### config.mk
export PLATFORM = sky130hd
export DESIGN_NAME = data_mem_arbiter
export DESIGN_NICKNAME = d
export VERILOG_FILES = /design/src/rtl/data_mem_arbiter_pkg.sv /design/src/rtl/arb_starve_counter.sv /design/src/rtl/data_mem_arbiter.sv
export SDC_FILE = /design/constraint.sdc
export NUM_CORES = 1
export LEC_CHECK = 0
export CAP_MARGIN = 25
export CORE_MARGIN = 3
export CORE_UTILIZATION = 30
export DETAILED_ROUTE_END_ITERATION = 8
export PLACE_DENSITY = 0.82
export SLEW_MARGIN = 30
export SYNTH_ARGS = -nofsm -noshare
export SYNTH_HDL_FRONTEND = slang
export SYNTH_HIERARCHICAL = 1
export SYNTH_SLANG_ARGS = --single-unit
export TNS_END_PERCENT = 50
### constraint.sdc
create_clock -name CPUclk -period 2.8 [get_ports CPUclk]
set_input_delay 0.56 -clock CPUclk [delete_from_list [all_inputs] [get_ports CPUclk]]
set_output_delay 0.56 -clock CPUclk [all_outputs]
set_load 0.05 [all_outputs]
### src/rtl/data_mem_arbiter_pkg.sv
// -----------------------------------------------------------------------------
// data_mem_arbiter_pkg
//   Shared constants for the data RAM arbiter:
//     - default address/data widths (match the CPU data port)
//     - requester indices into the grant vector
//     - default limit on consecutive CPU grants while the host waits
// -----------------------------------------------------------------------------
package data_mem_arbiter_pkg;

  localparam int AW_DEF             = 15;
  localparam int DW_DEF             = 16;
  localparam int CPU_MAX_CONSEC_DEF = 4;

  // Width of the starvation counter; limits CPU_MAX_CONSEC to 1..15.
  localparam int CONSEC_W = 4;

  localparam int REQ_CPU  = 0;
  localparam int REQ_HOST = 1;
  localparam int NUM_REQ  = 2;

  typedef logic [NUM_REQ-1:0] gnt_vec_t;

endpackage

### src/rtl/arb_starve_counter.sv
// -----------------------------------------------------------------------------
// arb_starve_counter
//   Saturating count of consecutive CPU grants taken while the host waits.
//   Clear has priority over increment.
//   Ports:
//     clk       clock, rising edge
//     rst       synchronous active-high reset (count -> 0)
//     inc_i     count one more CPU grant (saturates at MAX)
//     clr_i     clear the count
//     at_max_o  count has reached MAX; the host must win the next contest
// -----------------------------------------------------------------------------
module arb_starve_counter #(
  parameter int W   = 4,
  parameter int MAX = 4
) (
  input  logic clk,
  input  logic rst,
  input  logic inc_i,
  input  logic clr_i,
  output logic at_max_o
);

  localparam logic [W-1:0] MAX_V = W'(MAX);

  logic [W-1:0] count_q;
  logic [W-1:0] count_d;

  always_comb begin
    count_d = count_q;
    if (clr_i) begin
      count_d = '0;
    end else if (inc_i && (count_q != MAX_V)) begin
      count_d = count_q + 1'b1;
    end
  end

  always_ff @(posedge clk) begin
    if (rst) begin
      count_q <= '0;
    end else begin
      count_q <= count_d;
    end
  end

  assign at_max_o = (count_q == MAX_V);

endmodule

### src/rtl/data_mem_arbiter.sv
// -----------------------------------------------------------------------------
// data_mem_arbiter
//   Shares the single-port data RAM between the CPU data port and the host
//   (debug/loader) port. The CPU has fixed priority; a starvation counter
//   forces a host grant after CPU_MAX_CONSEC back-to-back CPU wins, and a
//   host lock keeps the CPU out for atomic host bursts.
//   Ports:
//     CPUclk, rst                       clock / synchronous active-high reset
//     cpu_req/we/addr/wdata             CPU request (held until cpu_gnt)
//     cpu_gnt, cpu_stall, cpu_rvalid    CPU grant, stall, read-data valid
//     host_req/we/addr/wdata/lock       host request and lock
//     host_gnt, host_rvalid             host grant, read-data valid
//     rdata                             read data shared by both rvalids
//     ram_addr/we/wdata, ram_rdata      RAM macro port (1-cycle read latency)
// -----------------------------------------------------------------------------
module data_mem_arbiter
  import data_mem_arbiter_pkg::*;
#(
  parameter int AW             = AW_DEF,
  parameter int DW             = DW_DEF,
  parameter int CPU_MAX_CONSEC = CPU_MAX_CONSEC_DEF
) (
  input  logic          CPUclk,
  input  logic          rst,
  input  logic          cpu_req,
  input  logic          cpu_we,
  input  logic [AW-1:0] cpu_addr,
  input  logic [DW-1:0] cpu_wdata,
  output logic          cpu_gnt,
  output logic          cpu_stall,
  output logic          cpu_rvalid,
  input  logic          host_req,
  input  logic          host_we,
  input  logic [AW-1:0] host_addr,
  input  logic [DW-1:0] host_wdata,
  input  logic          host_lock,
  output logic          host_gnt,
  output logic          host_rvalid,
  output logic [DW-1:0] rdata,
  output logic [AW-1:0] ram_addr,
  output logic          ram_we,
  output logic [DW-1:0] ram_wdata,
  input  logic [DW-1:0] ram_rdata
);

  gnt_vec_t      gnt;
  logic          at_max;
  logic          lock_eff;
  logic          locked_q;
  logic          locked_d;
  logic          cpu_rvalid_q;
  logic          host_rvalid_q;
  logic          rvalid_any;
  logic [DW-1:0] rdata_q;

  // Dropping host_lock releases the CPU in the very same cycle.
  assign lock_eff = locked_q & host_lock;

  // Grant selection. Under an effective lock only the host may be granted,
  // and an idle locked host blocks everyone (keeps read-modify-write atomic).
  always_comb begin
    gnt = '0;
    if (!rst) begin
      if (lock_eff) begin
        gnt[REQ_HOST] = host_req;
      end else if (host_req && (!cpu_req || at_max)) begin
        gnt[REQ_HOST] = 1'b1;
      end else if (cpu_req) begin
        gnt[REQ_CPU] = 1'b1;
      end
    end
  end

  assign cpu_gnt   = gnt[REQ_CPU];
  assign host_gnt  = gnt[REQ_HOST];
  assign cpu_stall = cpu_req & ~gnt[REQ_CPU] & ~rst;

  // RAM port follows the granted requester; idles on the CPU address.
  assign ram_addr  = gnt[REQ_HOST] ? host_addr  : cpu_addr;
  assign ram_wdata = gnt[REQ_HOST] ? host_wdata : cpu_wdata;
  assign ram_we    = (gnt[REQ_CPU] & cpu_we) | (gnt[REQ_HOST] & host_we);

  arb_starve_counter #(
    .W   (CONSEC_W),
    .MAX (CPU_MAX_CONSEC)
  ) u_starve (
    .clk      (CPUclk),
    .rst      (rst),
    .inc_i    (gnt[REQ_CPU] & host_req),
    .clr_i    (gnt[REQ_HOST] | ~host_req),
    .at_max_o (at_max)
  );

  always_comb begin
    locked_d = locked_q;
    if (!host_lock) begin
      locked_d = 1'b0;
    end else if (gnt[REQ_HOST]) begin
      locked_d = 1'b1;
    end
  end

  always_ff @(posedge CPUclk) begin
    if (rst) begin
      locked_q      <= 1'b0;
      cpu_rvalid_q  <= 1'b0;
      host_rvalid_q <= 1'b0;
      rdata_q       <= '0;
    end else begin
      locked_q      <= locked_d;
      cpu_rvalid_q  <= gnt[REQ_CPU] & ~cpu_we;
      host_rvalid_q <= gnt[REQ_HOST] & ~host_we;
      if (rvalid_any) begin
        rdata_q <= ram_rdata;
      end
    end
  end

  // The RAM output register already supplies the one-cycle latency, so the
  // returned word passes straight through while an rvalid is high and is
  // then held stable in rdata_q until the next read returns.
  assign rvalid_any  = cpu_rvalid_q | host_rvalid_q;
  assign rdata       = rvalid_any ? ram_rdata : rdata_q;
  assign cpu_rvalid  = cpu_rvalid_q;
  assign host_rvalid = host_rvalid_q;

endmodule

==> impl_metrics.json <==
{
  "final_cell_count_no_fill": 335,
  "netlist.top_cell.by_area": "sky130_fd_sc_hd__mux2_2",
  "grt_usage_pct": 17.94,
  "dr_vias": 1611,
  "wirelength_mm": 6.100,
  "hp-class": "reg -> reg",
  "yosys_register_bits": 23,
  "timing_worst_setup_path_type": "in -> out",
  "cts_tree": "yes",
  "global_route.overflow_total": 0,
  "drc": 0,
  "std_cell_rows": 24,
  "timing.final.setup_violations": 0,
  "yosys_warnings": 6,
  "power.density_cell_area_mw_per_mm2": 353.9,
  "fillCellCount": 293,
  "timing.clock.skew_ns": 0.002712,
  "cts.sinks": 23,
  "post_drt_via_cell_ratio": 4.809,
  "met2_usage_pct": 34.15,
  "power_mw": 1.157,
  "grt_first_pass_wirelength_mm": 7.583,
  "area_growth_syn_to_layout_pct": 135.4,
  "drt.antenna.violating_nets": 0,
  "synthDistinctLibCells": 28,
  "routed_wire_length_per_instance_um": 18.21,
  "worstHoldStart": "u_starve/count_q[3]$_SDFFE_PP0P_",
  "mappedNetlistArea_mm2": 0.001389,
  "antenna_found_initial": 0,
  "synthTopCellsByArea": "sky130_fd_sc_hd__mux2_2 36%, sky130_fd_sc_hd__dfxtp_1 33%, sky130_fd_sc_hd__and2_1 7.7%",
  "grt_use_met1_pct": 17.59,
  "ctsLongestPathBuffers": 2,
  "combinationalPowerShare_pct": 53.0,
  "max-vdd-ir-drop_mv": 0.1807,
  "pwr-share-clk_pct": 17.5,
  "dieHeight_um": 74.04,
  "worstMarginPinSlew_ns": 0.5370,
  "finalCritPeriodShare_pct": 98.75,
  "hpwl_mm": 4.223,
  "core_mm2": 0.004414,
  "die_width_um": 74.04,
  "final-max-slew-violation-count": 0,
  "dieArea_mm2": 0.005482,
  "grt_setup_unrepaired": "yes",
  "clock_insertion_delay_worst_skew_ns": 0.26,
  "achievable-frequency_mhz": 361.7,
  "firstDrtPassIters": 5,
  "placed_area_mm2": 0.002778,
  "finalSetupTns_ns": 0,
  "post-place-ws_ns": -0.06196,
  "worst_ep_required_time_ns": 2.24,
  "routability_driven_placement_congestion_ratio": 0.7653,
  "layout_setup_ws_ns": 0.03490,
  "syn_nets": 214,
  "synth_top_cell_area_share_pct": 36.49,
  "first_global_vias": 1651,
  "most_used_routing_layer": "met2",
  "fin_nets": 371,
  "final_design_area_no_fill_mm2": 0.003269,
  "post_route_cells_drive_above_1_share_pct": 47.35,
  "synth.yosys.seq_area_share_pct": 33.15,
  "finalHoldViolations": 0,
  "status": "completed",
  "cp_max_fo": 7,
  "setup.worst_path.start_class": "primary input",
  "worstReg2RegStart": "u_starve/count_q[1]$_SDFFE_PP0P_",
  "power.sequential.fraction_pct": 29.5,
  "place.port_buffers": 137,
  "register_area_um2": 467.9,
  "power_report.internal_total_mw": 0.7395,
  "clock_tree.root_cell": "sky130_fd_sc_hd__clkbuf_8",
  "slew_headroom_pct": 64.09,
  "detailedRoute.firstIterationViolations": 44,
  "multi_input_area_um2": 967.2,
  "power.switching_fraction_pct": 36.08,
  "p_leak_nw": 1.441,
  "cts_buffers": 3,
  "clock_transition_at_the_register_clock_pins_on_the_worst_setup_and_hold_paths_after_cts_ns": 0.08,
  "critical_path.startpoint": "host_req",
  "grt_max_degree": 18,
  "drv_cap": 0,
  "grt_util_met3_pct": 7.568,
  "initial_core_util_pct": 31.46,
  "final_period_minus_worst_setup_slack_ns": 2.765,
  "ctsHtreeMaxLevel": 1,
  "critical_path_arrival_ns": 2.21,
  "power.switching_mw": 0.4174,
  "setup.worst_path.end_class": "primary output",
  "antenna_cells_inserted": 0,
  "numPlacedInstances": 320,
  "average_cell_area_after_synthesis_um2": 10.94,
  "boundaryPins": 138,
  "netlist_instances": 127
}
flip-flops by register name, summed over array words and instances (netlist names):
signal	flops
rdata_q	16
cpu_rvalid	1
host_rvalid	1
u_starve/count_q	4
locked_q	1
cell type report:
cell class              instances  area share [%]
clock inverters                 1          0.1531
multi-input cells              92           29.58
repair buffers                157           51.74
inverters                       7          0.9568
flip-flops and latches         23           14.31
well taps                      52           1.990
clock buffers                   3           1.263
cell usage in the layout, fill, tap and decap left out, drive strengths merged:
| cell | n |
|---|---|
| nand4 | 1 |
| and2 | 17 |
| clkinv | 1 |
| nand3 | 3 |
| nand3b | 1 |
| clkdlybuf4s50 | 85 |
| a21oi | 1 |
| a31o | 1 |
| nand2 | 1 |
| dfxtp | 23 |
| a21boi | 2 |
| o211a | 1 |
| ha | 2 |
| inv | 7 |
| a22o | 1 |
| dlymetal6s2s | 1 |
| nor2b | 2 |
| mux2 | 47 |
| nor4b | 1 |
| o21ai | 2 |
| buf | 69 |
| a221oi | 1 |
| a311oi | 1 |
| nand2b | 2 |
| nor2 | 4 |
| nor4 | 1 |
| clkbuf | 5 |
power by group through the flow:
stage                     combinational, mW  clock, mW  sequential, mW
final                                 0.613      0.202           0.342
after global routing                  0.634      0.223           0.343
after CTS                             0.554      0.209           0.344
after detailed placement              0.528          0           0.351
after global placement                0.523          0           0.351
after floorplan                       0.293          0           0.353
metal layers:
metal  share of wire [%]  wire length [um]
met5                   0                 0
met4                 1.0                63
met3                  11               666
met2                  53              3240
met1                  35              2130
cells by family after synthesis:
| group | Yosys count | synth area share (%) |
|---|---|---|
| AND/OR/NAND/NOR | 33 | 15.31 |
| adder cells (fa/ha/maj) | 2 | 1.802 |
| buffers and inverters | 12 | 4.954 |
| multiplexers | 47 | 38.11 |
| flip-flops | 23 | 33.15 |
| AO/OA/AOI/OAI | 10 | 6.666 |
worst paths after layout:
kind         slack, ns  cells after the start                          endpoint
max reg2reg       0.70                     10  u_starve/count_q[3]$_SDFFE_PP0P_
min reg2reg       0.52                      1  u_starve/count_q[3]$_SDFFE_PP0P_
min               0.52                      1  u_starve/count_q[3]$_SDFFE_PP0P_
max               0.03                      7                      ram_wdata[9]
worst max-delay path, cell delays in order:
cell and delay (ns):
sky130_fd_sc_hd__clkdlybuf4s50_1 0.49, sky130_fd_sc_hd__inv_1 0.08, sky130_fd_sc_hd__a311oi_4 0.22, sky130_fd_sc_hd__buf_6 0.21, sky130_fd_sc_hd__buf_8 0.13, sky130_fd_sc_hd__mux2_2 0.35
sky130_fd_sc_hd__buf_6 0.16
synth_stat cells:
| cell | instances |
|---|---|
| sky130_fd_sc_hd__nor2_1 | 4 |
| sky130_fd_sc_hd__o21ai_1 | 1 |
| sky130_fd_sc_hd__nor4_2 | 1 |
| sky130_fd_sc_hd__inv_1 | 6 |
| sky130_fd_sc_hd__clkbuf_1 | 1 |
| sky130_fd_sc_hd__nor4b_2 | 1 |
| sky130_fd_sc_hd__mux2_1 | 2 |
| sky130_fd_sc_hd__inv_2 | 1 |
| sky130_fd_sc_hd__and2_1 | 17 |
| sky130_fd_sc_hd__o211a_1 | 1 |
| sky130_fd_sc_hd__dfxtp_1 | 23 |
| sky130_fd_sc_hd__nand3b_1 | 1 |
| sky130_fd_sc_hd__buf_2 | 1 |
| sky130_fd_sc_hd__nand4_2 | 1 |
| sky130_fd_sc_hd__buf_6 | 3 |
| sky130_fd_sc_hd__a21boi_1 | 2 |
| sky130_fd_sc_hd__a221oi_1 | 1 |
| sky130_fd_sc_hd__a22o_1 | 1 |
| sky130_fd_sc_hd__a21oi_1 | 1 |
| sky130_fd_sc_hd__a311oi_4 | 1 |
| sky130_fd_sc_hd__ha_1 | 2 |
| sky130_fd_sc_hd__nand3_1 | 3 |
| sky130_fd_sc_hd__nand2_1 | 1 |
| sky130_fd_sc_hd__nand2b_1 | 2 |
| sky130_fd_sc_hd__a31o_1 | 1 |
| sky130_fd_sc_hd__mux2_2 | 45 |
| sky130_fd_sc_hd__nor2b_1 | 2 |
| sky130_fd_sc_hd__o21ai_0 | 1 |
what timing repair did:
action                                  in CTS  in global routing
pin swaps                                    1                  2
cloned                                       1                  2
buffers inserted                             3                  5
hold buffers                                 0                  0
resized for setup                           31                 62
endpoints found under the setup margin      31                 31
metrics by stage:
step	util, %	hold WS (ns)
after floorplan	-	0.4843
after global placement	62.93	0.5024
after detailed placement	62.93	0.5034
after CTS	67.15	0.5225
after global routing	74.06	0.5489
final	74.06	0.5188
Power figures use the tool's default switching activity.
